--- src/rtl/sal_timing_cfg.sv ---
// APB-programmable DRAM timing configuration: shadow registers written over APB,
// copied atomically into the active timing outputs once the scheduler has drained.
//
// state    | meaning
// ---------+-----------------------------------------------------------
// S_IDLE   | no apply pending, cfg_hold low
// S_HOLD   | apply requested, cfg_hold high, waiting for sched_idle
// S_COMMIT | one cycle: actives load from shadows, cfg_update pulses
module sal_timing_cfg #(
  parameter int          TW       = 5,
  parameter int          RFCW     = 10,
  parameter logic [31:0] DEF_ROW  = 32'h0F0A0A1A,
  parameter logic [31:0] DEF_REF  = 32'h0E07003F,
  parameter logic [31:0] DEF_BANK = 32'h07060303,
  parameter logic [31:0] DEF_DFI  = 32'h00100604
) (
  input  logic            clk,
  input  logic            rst,
  input  logic            psel,
  input  logic            penable,
  input  logic            pwrite,
  input  logic [7:0]      paddr,
  input  logic [31:0]     pwdata,
  output logic [31:0]     prdata,
  output logic            pready,
  output logic            pslverr,
  input  logic            sched_idle,
  output logic            cfg_hold,
  output logic            cfg_update,
  output logic [TW-1:0]   t_rc_m1,
  output logic [TW-1:0]   t_rcd_m1,
  output logic [TW-1:0]   t_rp_m1,
  output logic [TW-1:0]   t_ras_m1,
  output logic [TW-1:0]   t_rtp_m1,
  output logic [TW-1:0]   t_wtp_m1,
  output logic [TW-1:0]   t_rrd_m1,
  output logic [TW-1:0]   t_ccd_m1,
  output logic [TW-1:0]   t_wtr_m1,
  output logic [TW-1:0]   t_rtw_m1,
  output logic [RFCW-1:0] t_rfc_m1,
  output logic [7:0]      row_open_cnt,
  output logic [3:0]      dfi_wren_lat,
  output logic [3:0]      dfi_rden_lat
);

  localparam logic [7:0] A_CTRL   = 8'h00;
  localparam logic [7:0] A_STATUS = 8'h04;
  localparam logic [7:0] A_ROW    = 8'h08;
  localparam logic [7:0] A_REF    = 8'h0C;
  localparam logic [7:0] A_BANK   = 8'h10;
  localparam logic [7:0] A_DFI    = 8'h14;

  typedef struct packed {
    logic [TW-1:0]   rc;
    logic [TW-1:0]   rcd;
    logic [TW-1:0]   rp;
    logic [TW-1:0]   ras;
    logic [RFCW-1:0] rfc;
    logic [TW-1:0]   rtp;
    logic [TW-1:0]   wtp;
    logic [TW-1:0]   rrd;
    logic [TW-1:0]   ccd;
    logic [TW-1:0]   wtr;
    logic [TW-1:0]   rtw;
    logic [3:0]      wren;
    logic [3:0]      rden;
    logic [7:0]      row_open;
  } timing_t;

  typedef enum logic [1:0] {
    S_IDLE,
    S_HOLD,
    S_COMMIT
  } state_t;

  function automatic timing_t def_timing();
    timing_t t;
    t.rc       = DEF_ROW[0 +: TW];
    t.rcd      = DEF_ROW[8 +: TW];
    t.rp       = DEF_ROW[16 +: TW];
    t.ras      = DEF_ROW[24 +: TW];
    t.rfc      = DEF_REF[0 +: RFCW];
    t.rtp      = DEF_REF[16 +: TW];
    t.wtp      = DEF_REF[24 +: TW];
    t.rrd      = DEF_BANK[0 +: TW];
    t.ccd      = DEF_BANK[8 +: TW];
    t.wtr      = DEF_BANK[16 +: TW];
    t.rtw      = DEF_BANK[24 +: TW];
    t.wren     = DEF_DFI[3:0];
    t.rden     = DEF_DFI[11:8];
    t.row_open = DEF_DFI[23:16];
    return t;
  endfunction

  timing_t     shadow;
  timing_t     active;
  state_t      state;
  logic [7:0]  apply_cnt;
  logic        access;
  logic        addr_err;
  logic        wr_ok;
  logic        ctrl_wr;
  logic        pending;
  logic [31:0] rd_word;
  logic        unused_pwdata;

  assign access   = psel & penable;
  assign addr_err = (paddr >= 8'h18) || (paddr[1:0] != 2'b00);
  assign pslverr  = access & (addr_err | (pwrite & (paddr == A_STATUS)));
  assign pready   = 1'b1;
  assign wr_ok    = access & pwrite & ~pslverr;
  assign ctrl_wr  = wr_ok & (paddr == A_CTRL);
  assign pending  = (state != S_IDLE);

  // Field bits above each field width are simply dropped on write.
  assign unused_pwdata = ^pwdata;

  always_ff @(posedge clk or posedge rst) begin
    if (rst) begin
      shadow <= def_timing();
    end else if (wr_ok) begin
      case (paddr)
        A_ROW: begin
          shadow.rc  <= pwdata[0 +: TW];
          shadow.rcd <= pwdata[8 +: TW];
          shadow.rp  <= pwdata[16 +: TW];
          shadow.ras <= pwdata[24 +: TW];
        end
        A_REF: begin
          shadow.rfc <= pwdata[0 +: RFCW];
          shadow.rtp <= pwdata[16 +: TW];
          shadow.wtp <= pwdata[24 +: TW];
        end
        A_BANK: begin
          shadow.rrd <= pwdata[0 +: TW];
          shadow.ccd <= pwdata[8 +: TW];
          shadow.wtr <= pwdata[16 +: TW];
          shadow.rtw <= pwdata[24 +: TW];
        end
        A_DFI: begin
          shadow.wren     <= pwdata[3:0];
          shadow.rden     <= pwdata[11:8];
          shadow.row_open <= pwdata[23:16];
        end
        default: ;
      endcase
    end
  end

  always_comb begin
    rd_word = '0;
    case (paddr)
      A_CTRL: rd_word[0] = pending;
      A_STATUS: begin
        rd_word[0]    = pending;
        rd_word[15:8] = apply_cnt;
      end
      A_ROW: begin
        rd_word[0 +: TW]  = shadow.rc;
        rd_word[8 +: TW]  = shadow.rcd;
        rd_word[16 +: TW] = shadow.rp;
        rd_word[24 +: TW] = shadow.ras;
      end
      A_REF: begin
        rd_word[0 +: RFCW] = shadow.rfc;
        rd_word[16 +: TW]  = shadow.rtp;
        rd_word[24 +: TW]  = shadow.wtp;
      end
      A_BANK: begin
        rd_word[0 +: TW]  = shadow.rrd;
        rd_word[8 +: TW]  = shadow.ccd;
        rd_word[16 +: TW] = shadow.wtr;
        rd_word[24 +: TW] = shadow.rtw;
      end
      A_DFI: begin
        rd_word[3:0]   = shadow.wren;
        rd_word[11:8]  = shadow.rden;
        rd_word[23:16] = shadow.row_open;
      end
      default: ;
    endcase
  end

  always_ff @(posedge clk or posedge rst) begin
    if (rst) begin
      prdata <= '0;
    end else if (psel & ~penable) begin
      prdata <= rd_word;
    end
  end

  // ABORT takes priority over APPLY and over sched_idle in the same cycle.
  always_ff @(posedge clk or posedge rst) begin
    if (rst) begin
      state      <= S_IDLE;
      cfg_hold   <= 1'b0;
      cfg_update <= 1'b0;
      apply_cnt  <= '0;
      active     <= def_timing();
    end else begin
      cfg_update <= 1'b0;
      case (state)
        S_IDLE: begin
          if (ctrl_wr && pwdata[0] && !pwdata[1]) begin
            state    <= S_HOLD;
            cfg_hold <= 1'b1;
          end
        end
        S_HOLD: begin
          if (ctrl_wr && pwdata[1]) begin
            state    <= S_IDLE;
            cfg_hold <= 1'b0;
          end else if (sched_idle) begin
            state      <= S_COMMIT;
            cfg_update <= 1'b1;
          end
        end
        S_COMMIT: begin
          active    <= shadow;
          apply_cnt <= apply_cnt + 8'd1;
          cfg_hold  <= 1'b0;
          state     <= S_IDLE;
        end
        default: begin
          state    <= S_IDLE;
          cfg_hold <= 1'b0;
        end
      endcase
    end
  end

  assign t_rc_m1      = active.rc;
  assign t_rcd_m1     = active.rcd;
  assign t_rp_m1      = active.rp;
  assign t_ras_m1     = active.ras;
  assign t_rfc_m1     = active.rfc;
  assign t_rtp_m1     = active.rtp;
  assign t_wtp_m1     = active.wtp;
  assign t_rrd_m1     = active.rrd;
  assign t_ccd_m1     = active.ccd;
  assign t_wtr_m1     = active.wtr;
  assign t_rtw_m1     = active.rtw;
  assign dfi_wren_lat = active.wren;
  assign dfi_rden_lat = active.rden;
  assign row_open_cnt = active.row_open;

endmodule

--- config.mk ---
export PLATFORM = sky130hd
export DESIGN_NAME = sal_timing_cfg
export DESIGN_NICKNAME = d
export VERILOG_FILES = /design/src/rtl/sal_timing_cfg.sv
export SDC_FILE = /design/constraint.sdc
export NUM_CORES = 1
export LEC_CHECK = 0
export ABC_CLOCK_PERIOD_IN_PS = 5250
export CAP_MARGIN = 20
export CORE_MARGIN = 2
export CORE_UTILIZATION = 47
export CTS_CLUSTER_DIAMETER = 30
export DETAILED_ROUTE_END_ITERATION = 16
export PLACE_DENSITY = 0.84
export RECOVER_POWER = 50
export SYNTH_ARGS = -nofsm -noshare
export SYNTH_HDL_FRONTEND = slang
export SYNTH_SLANG_ARGS = --single-unit
--- constraint.sdc ---
create_clock -name clk -period 5.25 [get_ports clk]
set_clock_uncertainty 0.1 [all_clocks]
set_input_delay 0.525 -clock clk [delete_from_list [all_inputs] [get_ports clk]]
set_output_delay 0.525 -clock clk [all_outputs]
set_load 0.03 [all_outputs]
==> results of run 1 <==
## worst paths after layout
kind,from,to,slack [ns],cells after the start
max,state[0],apply_cnt[7],1.48,4
min,t_rc_m1[4],t_rc_m1[4],0.36,2
max reg2reg,state[0],apply_cnt[7],1.48,4
min reg2reg,t_rc_m1[4],t_rc_m1[4],0.36,2
max in group asynchronous,rst,prdata[24],1.99,3
min in group asynchronous,rst,t_wtp_m1[4],1.44,3
## through the flow
step | worst slack [ns] | power, W | cell area (um2)
after floorplan | 2.19 | 0.00160 | 8260
after global placement | 1.66 | 0.00166 | 9860
after detailed placement | 1.66 | 0.00167 | 9860
after CTS | 2.09 | 0.00309 | 10500
after global routing | 1.11 | 0.00316 | 10500
final | 1.48 | 0.00306 | 10500
## power groups by stage
| stage | Sequential (W) | Clock, W | Combinational (W) |
|---|---|---|---|
| 6_report | 0.00151 | 0.00142 | 0.000126 |
| 5_1_grt | 0.00151 | 0.00151 | 0.000138 |
| 4_1_cts | 0.00151 | 0.00145 | 0.000130 |
| 3_5_place_dp | 0.00154 | 0 | 0.000129 |
| 3_3_place_gp | 0.00154 | 0 | 0.000127 |
| 2_1_floorplan | 0.00154 | 0 | 0.0000696 |
## logic make-up (layout without fill, tap and decap cells)
kind of cell | count (synthesis) | in the layout
buf+inv | 48 | 190
compound gates | 51 | 51
xor+xnor | 8 | 8
mux | 105 | 105
other cells | 2 | 4
flops | 193 | 193
fa+ha+maj | 1 | 1
simple gates | 314 | 314
## cells in the mapped netlist, drive strengths merged
| library cell | instances | area, um2 |
|---|---|---|
| o22ai | 1 | 6.26 |
| nand3b | 1 | 7.51 |
| o21ai | 9 | 45.0 |
| a22oi | 3 | 22.5 |
| a32o | 3 | 30.0 |
| nand2b | 2 | 12.5 |
| mux2i | 27 | 270 |
| xor2 | 4 | 35.0 |
| a22o | 6 | 52.6 |
| dfrtp | 121 | 3030 |
| a21oi | 10 | 50.1 |
| nand2 | 262 | 986 |
| nor4b | 2 | 17.5 |
| a211o | 2 | 17.5 |
| buf | 19 | 136 |
| dfstp | 72 | 1890 |
| and4 | 2 | 17.5 |
| mux2 | 78 | 1030 |
| and3 | 3 | 18.8 |
| o221ai | 8 | 70.1 |
| or3 | 2 | 12.5 |
| o31ai | 1 | 7.51 |
| xnor2 | 4 | 35.0 |
| ha | 1 | 12.5 |
| or2 | 1 | 6.26 |
| inv | 5 | 18.8 |
| nor3 | 5 | 52.6 |
| a31oi | 2 | 12.5 |
| nor2 | 17 | 80.1 |
| or4b | 2 | 27.5 |
| a41oi | 1 | 8.76 |
| nor2b | 2 | 12.5 |
| clkbuf | 24 | 90.1 |
| nand3 | 11 | 67.6 |
| a221o | 1 | 10.0 |
| conb | 2 | 7.51 |
| o31a | 1 | 8.76 |
| o311ai | 1 | 8.76 |
| nand4 | 2 | 12.5 |
| a211oi | 2 | 15.0 |
## final cells by class
type	count	area [um2]
fill	1394	6770
sequential	193	4920
multi-input combinational	483	3090
timing repair buffer	153	1510
clock buffer	23	468
tap	225	282
clock inverter	9	180
inverter	5	22.5
## per-layer routing
metal / wire length (um) / vias up / GRT usage
li1: - / 2670 / -
met4: 198 / 0 / 0.0613
met3: 1390 / 15 / 0.0607
met1: 9070 / 2983 / 0.312
met5: 0 / - / 0
met2: 10100 / 185 / 0.370
## placed cells by master, fill, tap and decap left out, types with 5 or more instances in the layout
cell             instances
clkdlybuf4s50_1        126
dfrtp_1                121
a21oi_1                 10
dfstp_2                 72
o221ai_1                 8
mux2_2                  38
clkbuf_16               17
nor2_1                  16
nand2_1                261
o21ai_0                  9
bufinv_16                5
a22o_1                   6
mux2_4                  40
clkinvlp_4               5
nand3_1                 10
mux2i_1                 27
dlygate4sd3_1           20
buf_4                    5
## worst max-delay path, cell delays in order (launching register included)
cell and delay, ns:
dfrtp_1 0.43, nand2b_1 2.42, nor3_1 0.34, nand3_1 0.26
xnor2_1 0.13
## flip-flops by register name, summed over array words and instances, names as in the netlist, 5 cells and up
register      count
apply_cnt         8
prdata           29
row_open_cnt      8
shadow           76
t_ccd_m1          5
t_ras_m1          5
t_rc_m1           5
t_rcd_m1          5
t_rfc_m1         10
t_rp_m1           5
t_rrd_m1          5
t_rtp_m1          5
t_rtw_m1          5
t_wtp_m1          5
t_wtr_m1          5
==> results.rst, run 1 <==
.. list-table::
   :header-rows: 1

   * - Metric
     - Value
   * - Quantity of I/O buffers inserted on ports
     - between 100 and 150
   * - Distinct cell type count after synthesis
     - around 50
   * - Fmax
     - 265 MHz
   * - Total standard cell area after synthesis
     - around 8300 um2
   * - Final Hold Vio Count
     - 0
   * - Max Cap Violations
     - 3
   * - Initial antenna violation count
     - 0
   * - Routed len/inst
     - 19.0 um
   * - Required time of the critical path
     - roughly 5.5 ns
   * - Row count
     - between 40 and 50
   * - Worst endpoint data arrival time
     - between 4 and 5 ns
   * - Power Dens Cells
     - 292 nW/um2
   * - Crit Path Max Fanout
     - 80
   * - RSZ-0062 raised after global routing
     - no
   * - DRT Pass-1 Iters
     - 6
   * - Portion of the clock cycle consumed by the worst path in the final layout
     - 0.718
   * - Total overflow reported by the global router
     - 0
   * - Post-Synth Simple-Gate Area
     - 0.161
   * - Leakage power
     - a little over 5 nW
   * - Post-synthesis register bit count
     - 193
   * - Gr usage total
     - 0.230
   * - First-pass GRT wire length
     - around 33 mm
   * - Worst Setup Start Kind
     - flop
   * - Post-cts resize count
     - 0
   * - Worst-path clk slew
     - ~0.070 ns
   * - TritonCTS clock tree
     - done
   * - Number of antenna-violating nets in the routed design
     - 0
   * - Power dissipated by switching net loads
     - around 0.00064 W
   * - Worst hold-check slack
     - roughly 0.36 ns
   * - Number of remaining DRC errors
     - 0
   * - Dpl cells
     - between 1000 and 1500
   * - Later-pin clock latency in the skew report
     - 0.42 ns
   * - Violated checks
     - capacitance limit, slew limit
   * - Maximum number of pins on one net before global-route repair
     - 194
   * - Sum of negative setup slack
     - 0 ns
   * - Fraction of the core area covered by cells at the end of the flow
     - 0.608
   * - Slew headroom
     - -1.21
   * - Worst Hold Class
     - reg -> reg
   * - Mean instance size in the synthesized netlist
     - 11.4 um2
   * - Fin cells
     - ~1100
   * - Sw frac
     - 0.208
   * - Final number of setup-violating endpoints
     - 0
   * - Sequential element share of the synthesized area
     - 0.596
   * - Share of total power in sequential cells
     - 0.494
   * - IR Drop Worst-Case VDD
     - 0.000225 V
   * - Syn-to-layout area delta
     - 26.9%
   * - Largest family of logic cells by synthesized area
     - simple AND/OR/NAND/NOR gates
   * - Synthesized-area fraction occupied by ao, oa, aoi and oai cells
     - 0.0443
   * - Net count, final
     - 900
   * - Detailed placement HPWL
     - between 10 and 15 mm
   * - Chip Height
     - about 140 um
   * - Power share of the clock group
     - 0.465
   * - Transition time of the tightest slew-check pin
     - 3.31 ns
   * - Proportion of synthesized area in mux cells
     - 0.157
   * - Floorplan die area
     - 18600 um2
   * - Number of vias per cell
     - 5.36
   * - Starting density of the core
     - 0.479
   * - I/O pins
     - roughly 160
   * - TritonCTS buffer count
     - 17
   * - Via count of the first global-routing pass
     - approximately 5800
   * - Final Critical Period
     - between 3 and 4 ns
   * - Synthesized-area fraction occupied by xor and xnor cells
     - 0.00849
   * - Die Wd
     - about 140 um
   * - Fraction of final layout cells with drive strength greater than 1
     - 0.223
   * - Detailed Route Iter0 Violations
     - 492
   * - Result of the run
     - finished with violations
   * - Total Wirelength
     - just over 20 mm
   * - Number of standard cells after synthesis
     - just over 700
   * - Core area
     - 17200 um2
   * - Maximum count of clock buffers along a single path
     - 2
   * - Yosys warning total
     - 0
   * - Root Driver
     - clkbuf_16
   * - CTS sink cnt
     - approximately 190
   * - Cell-internal power
     - 0.00242 W
   * - Vias
     - roughly 5900
   * - Final Wtd Congestion
     - 0.779
   * - Category of the worst setup path capture point
     - flop
   * - Hold buffer count at CTS
     - 0
   * - Post-synthesis adder-cell area fraction
     - 0.00152
   * - Number of max-slew violations in the final report
     - ~300
   * - Combinational fraction of design power
     - 0.041
   * - Number of setup buffers added after CTS
     - 0
   * - Level count of the clock H-tree
     - 4
   * - Antenna diode count
     - 0
   * - Class of the most critical setup path
     - reg -> reg
No activity file was read; power rests on OpenSTA's default activity.
==> inputs of run 2 (changes only) <==
--- a/config.mk
+++ b/config.mk
@@ -5,7 +5,7 @@
 export SDC_FILE = /design/constraint.sdc
 export NUM_CORES = 1
 export LEC_CHECK = 0
-export ABC_CLOCK_PERIOD_IN_PS = 5250
+export ABC_CLOCK_PERIOD_IN_PS = 3400
 export CAP_MARGIN = 20
 export CORE_MARGIN = 2
 export CORE_UTILIZATION = 47
==> constraint.sdc (replaced) <==
create_clock -name clk -period 3.4 [get_ports clk]
set_clock_uncertainty 0.1 [all_clocks]
set_input_delay 0.34 -clock clk [delete_from_list [all_inputs] [get_ports clk]]
set_output_delay 0.34 -clock clk [all_outputs]
set_load 0.03 [all_outputs]
==> run 2 against run 1 <==
The run still ends with capacitance limit, slew limit left. Clock-buffer cell count decreased by 2. Design area grew 0.19%. Sequential share of layout area is 0.090 points lower. Largest power group unchanged. Combinational power rose by 55%. Critical path depth grew 2. Routed wire length up 0.28%. Non-clock buffer count grew 9. Sequential power increased by 54%. First-iteration DRC count down 14%. Die area stayed put.
==> results.rst, run 2 (synthesis results as in run 1) <==
.. list-table::
   :header-rows: 1

   * - Metric
     - Value
   * - Initial antenna violation count
     - 0 (unchanged)
   * - Final Cell Area
     - 10500 um2 (+0.19%)
   * - Quantity of I/O buffers inserted on ports
     - 147 (unchanged)
   * - IR Drop Worst-Case VDD
     - 0.000350 V (+56%)
   * - Fmax
     - 346 MHz
   * - TritonCTS clock tree
     - done
   * - Cell family with the largest share of critical-path delay
     - simple AND/OR/NAND/NOR gates
   * - Number of remaining DRC errors
     - 0 (unchanged)
   * - Worst Hold Class
     - in -> async
   * - Final Hold Vio Count
     - 0 (unchanged)
   * - Number of vias per cell
     - 5.30 (-1.1%)
   * - Final Critical Period
     - a little under 3 ns
   * - Later-pin clock latency in the skew report
     - 0.43 ns (about the same)
   * - Leakage power
     - 5.05 nW (+0.18%)
   * - Fraction of the core area covered by cells at the end of the flow
     - 0.609 (+0.00116)
   * - Most frequent standard cell in the layout excluding fill and tap cells
     - nand2_1
   * - Cell-by-cell listing of the critical path
     - dlygate4sd3_1, or4b_1, nor3_1, nand2_2, buf_4, mux2_4
   * - Number of setup buffers added after CTS
     - 0 (unchanged)
   * - Overall power after layout
     - 0.00467 W (+52%)
   * - Starting density of the core
     - 0.479 (unchanged)
   * - Vias
     - 5835 (-0.31%)
   * - Worst hold-check slack
     - 0.175 ns (-0.181 ns)
   * - Core area
     - 17200 um2 (unchanged)
   * - Worst-path clk slew
     - 0.07 ns (about the same)
   * - TritonCTS buffer count
     - 17 (unchanged)
   * - Worst Setup Start Kind
     - input port
   * - Maximum count of clock buffers along a single path
     - 2 (unchanged)
   * - Worst endpoint data arrival time
     - 3.11 ns (-0.91 ns)
   * - Maximum number of pins on one net before global-route repair
     - 81 (-58%)
   * - Area post-placement
     - 9950 um2 (+0.94%)
   * - Hold buffer count at CTS
     - 0 (unchanged)
   * - Routed len/inst
     - 18.9 um (-0.54%)
   * - Row count
     - 48 (unchanged)
   * - Violated checks
     - capacitance limit, slew limit
   * - Final number of setup-violating endpoints
     - 0 (unchanged)
   * - Most frequent cells in the layout
     - nand2_1, clkdlybuf4s50_1, dfrtp_1
   * - Antenna diode count
     - 0 (unchanged)
   * - Gr usage total
     - 0.235 (+0.00445)
   * - Portion of the clock cycle consumed by the worst path in the final layout
     - 0.849
   * - Result of the run
     - finished with violations
   * - Max Cap Violations
     - 1 (-2)
   * - Class of the most critical setup path
     - in -> reg
   * - Total Wirelength
     - 20.8 mm (+0.28%)
   * - Category of the worst setup path capture point
     - flop
   * - Final Wtd Congestion
     - 0.825 (+6.0%)
   * - DRT Pass-1 Iters
     - 5 (-1)
   * - Net count, final
     - 909 (+1.0%)
   * - Post-cts resize count
     - 0 (unchanged)
   * - Number of antenna-violating nets in the routed design
     - 0 (unchanged)
   * - Chip Height
     - 136 um (unchanged)
   * - Detailed placement HPWL
     - 13.9 mm (+5.4%)
   * - RSZ-0062 raised after global routing
     - no
   * - Floorplan die area
     - 18600 um2 (unchanged)
   * - Fraction of final layout cells with drive strength greater than 1
     - 0.227 (+0.00456)
   * - First-pass GRT wire length
     - 32.9 mm (+0.93%)
   * - Via count of the first global-routing pass
     - 5939 (+2.7%)
   * - Slew headroom
     - -0.305 (+0.901)
   * - Die Wd
     - 136 um (unchanged)
   * - Transition time of the tightest slew-check pin
     - 1.96 ns (-1.35 ns)
   * - Number of max-slew violations in the final report
     - 81 (-73%)
   * - Largest register FFs
     - 76 (unchanged)
   * - Sum of negative setup slack
     - 0 ns (unchanged)
   * - Total overflow reported by the global router
     - 0 (unchanged)
   * - Largest Register
     - shadow
   * - Sum of buffers and inverters on the critical path
     - 2 (+2)
   * - Level count of the clock H-tree
     - 4 (unchanged)
   * - Required time of the critical path
     - 3.62 ns (-1.87 ns)
   * - Crit Path Max Fanout
     - 13 (-84%)
   * - I/O pins
     - 158 (unchanged)
   * - CTS sink cnt
     - 193 (unchanged)
   * - Detailed Route Iter0 Violations
     - 423 (-14%)
   * - Largest stage delay, worst path
     - 0.76 ns (-1.66 ns)
   * - Power Dens Cells
     - 445 nW/um2 (+52%)
   * - Slowest library cell on the worst path
     - or4b_1
   * - Root Driver
     - clkbuf_16
   * - Syn-to-layout area delta
     - 27.2%
-- run 2: final cells by class --
type	instances	area, um2
flip-flops and latches	193	4920
clock inverters	11	179
fillers	1378	6750
inverters	5	20.0
well taps	225	282
clock buffers	21	450
multi-input cells	483	3080
repair buffers	162	1560
-- run 2: through the flow --
| stage | setup slack (ns) | cells |
|---|---|---|
| 6_report | 0.512 | 1100 |
| 5_1_grt | 0.379 | 1100 |
| 4_1_cts | 0.803 | 1100 |
| 3_5_place_dp | 0.479 | 1068 |
| 3_3_place_gp | 0.504 | 1068 |
| 2_1_floorplan | 0.528 | 724 |
-- run 2: power breakdown --
part           switching, W  total [W]  internal (W)
clock              0.000876    0.00214       0.00126
combinational      0.000118   0.000195     0.0000765
sequential        0.0000141    0.00233       0.00232
total               0.00101    0.00467       0.00366
-- run 2: final timing paths --
path / from / cells past startpoint / slack, ns / to
setup / recovery: paddr[3] / 6 / 0.51 / shadow[36]
hold / removal: rst / 2 / 0.18 / t_rrd_m1[4]
setup reg to reg: state[1] / 4 / 0.56 / t_rfc_m1[9]
hold reg to reg: t_rfc_m1[2] / 2 / 0.36 / t_rfc_m1[2]
max in group asynchronous: rst / 3 / 0.91 / shadow[61]
min in group clk: t_rfc_m1[2] / 2 / 0.36 / t_rfc_m1[2]
-- run 2: worst reg2reg max path: stages, from the launching register on --
cell and delay (ns):
dfrtp_1 0.53, nor2b_1 0.89, clkbuf_1 0.94, nand2_1 0.20, nand2_1 0.10
-- run 2: per-layer routing --
| layer | share of wire | track usage | wire length (um) | vias up |
|---|---|---|---|---|
| li1 | - | - | - | 2688 |
| met1 | 0.44 | 0.320 | 9100 | 2910 |
| met2 | 0.47 | 0.363 | 9770 | 202 |
| met3 | 0.069 | 0.0604 | 1440 | 35 |
| met4 | 0.023 | 0.0909 | 468 | 0 |
| met5 | 0 | 0 | 0 | - |
==> inputs of run 3 (changes only) <==
--- a/config.mk
+++ b/config.mk
@@ -5,7 +5,7 @@
 export SDC_FILE = /design/constraint.sdc
 export NUM_CORES = 1
 export LEC_CHECK = 0
-export ABC_CLOCK_PERIOD_IN_PS = 3400
+export ABC_CLOCK_PERIOD_IN_PS = 2340
 export CAP_MARGIN = 20
 export CORE_MARGIN = 2
 export CORE_UTILIZATION = 47
==> constraint.sdc (replaced) <==
create_clock -name clk -period 2.34 [get_ports clk]
set_clock_uncertainty 0.1 [all_clocks]
set_input_delay 0.234 -clock clk [delete_from_list [all_inputs] [get_ports clk]]
set_output_delay 0.234 -clock clk [all_outputs]
set_load 0.03 [all_outputs]
==> run 3 against run 2 <==
Highest routed layer unchanged. Critical path depth rose by 1. Sequential share of layout area down 1.3 points. Critical endpoint is now pslverr. The flow now finishes without violations. Total power increased by 48%. Combinational power up 58%. Clock-buffer cell count rose by 1. Utilization rose by 1.7 points. Register-to-register slack worse by 0.17 ns. Worst setup slack lost 0.27 ns.
==> results.rst, run 3 (synthesis results as in run 1) <==
.. list-table::
   :header-rows: 1

   * - Metric
     - Value
   * - Result of the run
     - complete, no violations
   * - Syn-to-layout area delta
     - 30.7%
   * - Most frequent standard cell in the layout excluding fill and tap cells
     - nand2_1
   * - Core area
     - 17200 um2 (unchanged)
   * - First-pass GRT wire length
     - 32.6 mm (-0.63%)
   * - Net count, final
     - 930 (+2.3%)
   * - IR Drop Worst-Case VDD
     - 0.000549 V (+57%)
   * - Final Critical Period
     - roughly 2.1 ns
   * - Worst Hold Class
     - in -> async
   * - Hold buffer count at CTS
     - 0 (unchanged)
   * - TritonCTS clock tree
     - done
   * - Row count
     - 48 (unchanged)
   * - Fraction of the core area covered by cells at the end of the flow
     - 0.626 (+0.0170)
   * - RSZ-0062 raised after global routing
     - no
   * - Largest register FFs
     - 76 (unchanged)
   * - Vias
     - 5883 (+0.82%)
   * - Die Wd
     - 136 um (unchanged)
   * - Class of the most critical setup path
     - in -> out
   * - Via count of the first global-routing pass
     - 5811 (-2.2%)
   * - Required time of the critical path
     - 2.01 ns (-1.61 ns)
   * - Final Wtd Congestion
     - 0.870 (+5.4%)
   * - Worst endpoint data arrival time
     - 1.76 ns (-1.35 ns)
   * - Later-pin clock latency in the skew report
     - 0.44 ns (about the same)
   * - Leakage power
     - 5.17 nW (+2.3%)
   * - Crit Path Max Fanout
     - 6 (-7)
   * - Category of the worst setup path capture point
     - output port
   * - Post-cts resize count
     - 0 (unchanged)
   * - Largest Register
     - shadow
   * - I/O pins
     - 158 (unchanged)
   * - Initial antenna violation count
     - 0 (unchanged)
   * - Number of antenna-violating nets in the routed design
     - 0 (unchanged)
   * - Final number of setup-violating endpoints
     - 0 (unchanged)
   * - Max Cap Violations
     - 0 (-1)
   * - DRT Pass-1 Iters
     - 5 (unchanged)
   * - Number of vias per cell
     - 5.25 (-1.1%)
   * - CTS sink cnt
     - 193 (unchanged)
   * - Number of max-slew violations in the final report
     - 0 (-100%)
   * - Power Dens Cells
     - 642 nW/um2 (+44%)
   * - Most frequent cells in the layout
     - nand2_1, clkdlybuf4s50_1, dfrtp_1
   * - Fraction of final layout cells with drive strength greater than 1
     - 0.252 (+0.0248)
   * - Worst Setup Start Kind
     - input port
   * - Antenna diode count
     - 0 (unchanged)
   * - Overall power after layout
     - 0.00692 W (+48%)
   * - Number of setup buffers added after CTS
     - 0 (unchanged)
   * - Root Driver
     - clkbuf_16
   * - Slew headroom
     - 0.370 (+0.675)
   * - Transition time of the tightest slew-check pin
     - 0.945 ns (-1.01 ns)
   * - Maximum count of clock buffers along a single path
     - 2 (unchanged)
   * - Detailed Route Iter0 Violations
     - 393 (-7.1%)
   * - Detailed placement HPWL
     - 14.1 mm (+1.0%)
   * - Level count of the clock H-tree
     - 4 (unchanged)
   * - Maximum number of pins on one net before global-route repair
     - 80 (-1.2%)
   * - Total overflow reported by the global router
     - 0 (unchanged)
   * - Worst-path clk slew
     - 0.07 ns (about the same)
   * - Number of remaining DRC errors
     - 0 (unchanged)
   * - Gr usage total
     - 0.235 (-0.000335)
   * - Final Hold Vio Count
     - 0 (unchanged)
   * - Routed len/inst
     - 18.8 um (-0.66%)
   * - Quantity of I/O buffers inserted on ports
     - 147 (unchanged)
   * - Chip Height
     - 136 um (unchanged)
   * - TritonCTS buffer count
     - 17 (unchanged)
   * - Floorplan die area
     - 18600 um2 (unchanged)
   * - Portion of the clock cycle consumed by the worst path in the final layout
     - 0.896
   * - Starting density of the core
     - 0.479 (unchanged)
   * - Total Wirelength
     - 21.0 mm (+1.2%)
   * - Fmax
     - 477 MHz
-- run 3: final cells by class --
| class | count | area [um2] |
|---|---|---|
| inverter | 5 | 20.0 |
| sequential | 193 | 4920 |
| clock inverter | 10 | 184 |
| multi-input combinational | 483 | 3090 |
| tap | 225 | 282 |
| clock buffer | 22 | 464 |
| fill | 1367 | 6450 |
| timing repair buffer | 183 | 1820 |
-- run 3: layer usage --
metal	routed length [um]	global-route usage	vias up
met5	0	0	-
met4	358	0.0718	0
met3	1490	0.0663	27
met2	9890	0.363	202
met1	9310	0.323	2943
li1	-	-	2711
-- run 3: path summary, 6_finish.rpt --
check | startpoint | endpoint | slack (ns) | cells after the start
setup reg to reg | state[1] | apply_cnt[3] | 0.39 | 4
max in group asynchronous | rst | t_rc_m1[0] | 0.53 | 3
hold / removal | rst | shadow[60] | 0.24 | 2
setup / recovery | paddr[3] | pslverr | 0.24 | 7
hold reg to reg | t_ccd_m1[0] | t_ccd_m1[0] | 0.36 | 2
min in group clk | pwdata[22] | shadow[6] | 0.31 | 2
-- run 3: metrics by stage --
stage	hold slack (ns)	setup slack (ns)	TNS, ns	cells	area [um2]
floorplan	0.223	-0.426	-51.50	724	8260
global placement	0.347	-0.0950	-1.94	1089	10200
detailed placement	0.347	-0.103	-2.66	1089	10200
CTS	0.0490	0.238	0	1121	10800
global route	0.287	0.196	0	1121	10800
finish	0.237	0.243	0	1121	10800
-- run 3: critical path: stages --
cell and delay [ns]:
clkdlybuf4s50_1 0.47, buf_4 0.17, buf_4 0.15, nor2_1 0.10
nand3_1 0.08, a41oi_1 0.39, buf_12 0.17
-- run 3: power breakdown --
part / internal (W) / switching, W
registers: 0.00337 / 0.0000209
clock network: 0.00195 / 0.00126
logic: 0.000130 / 0.000179
total: 0.00546 / 0.00146
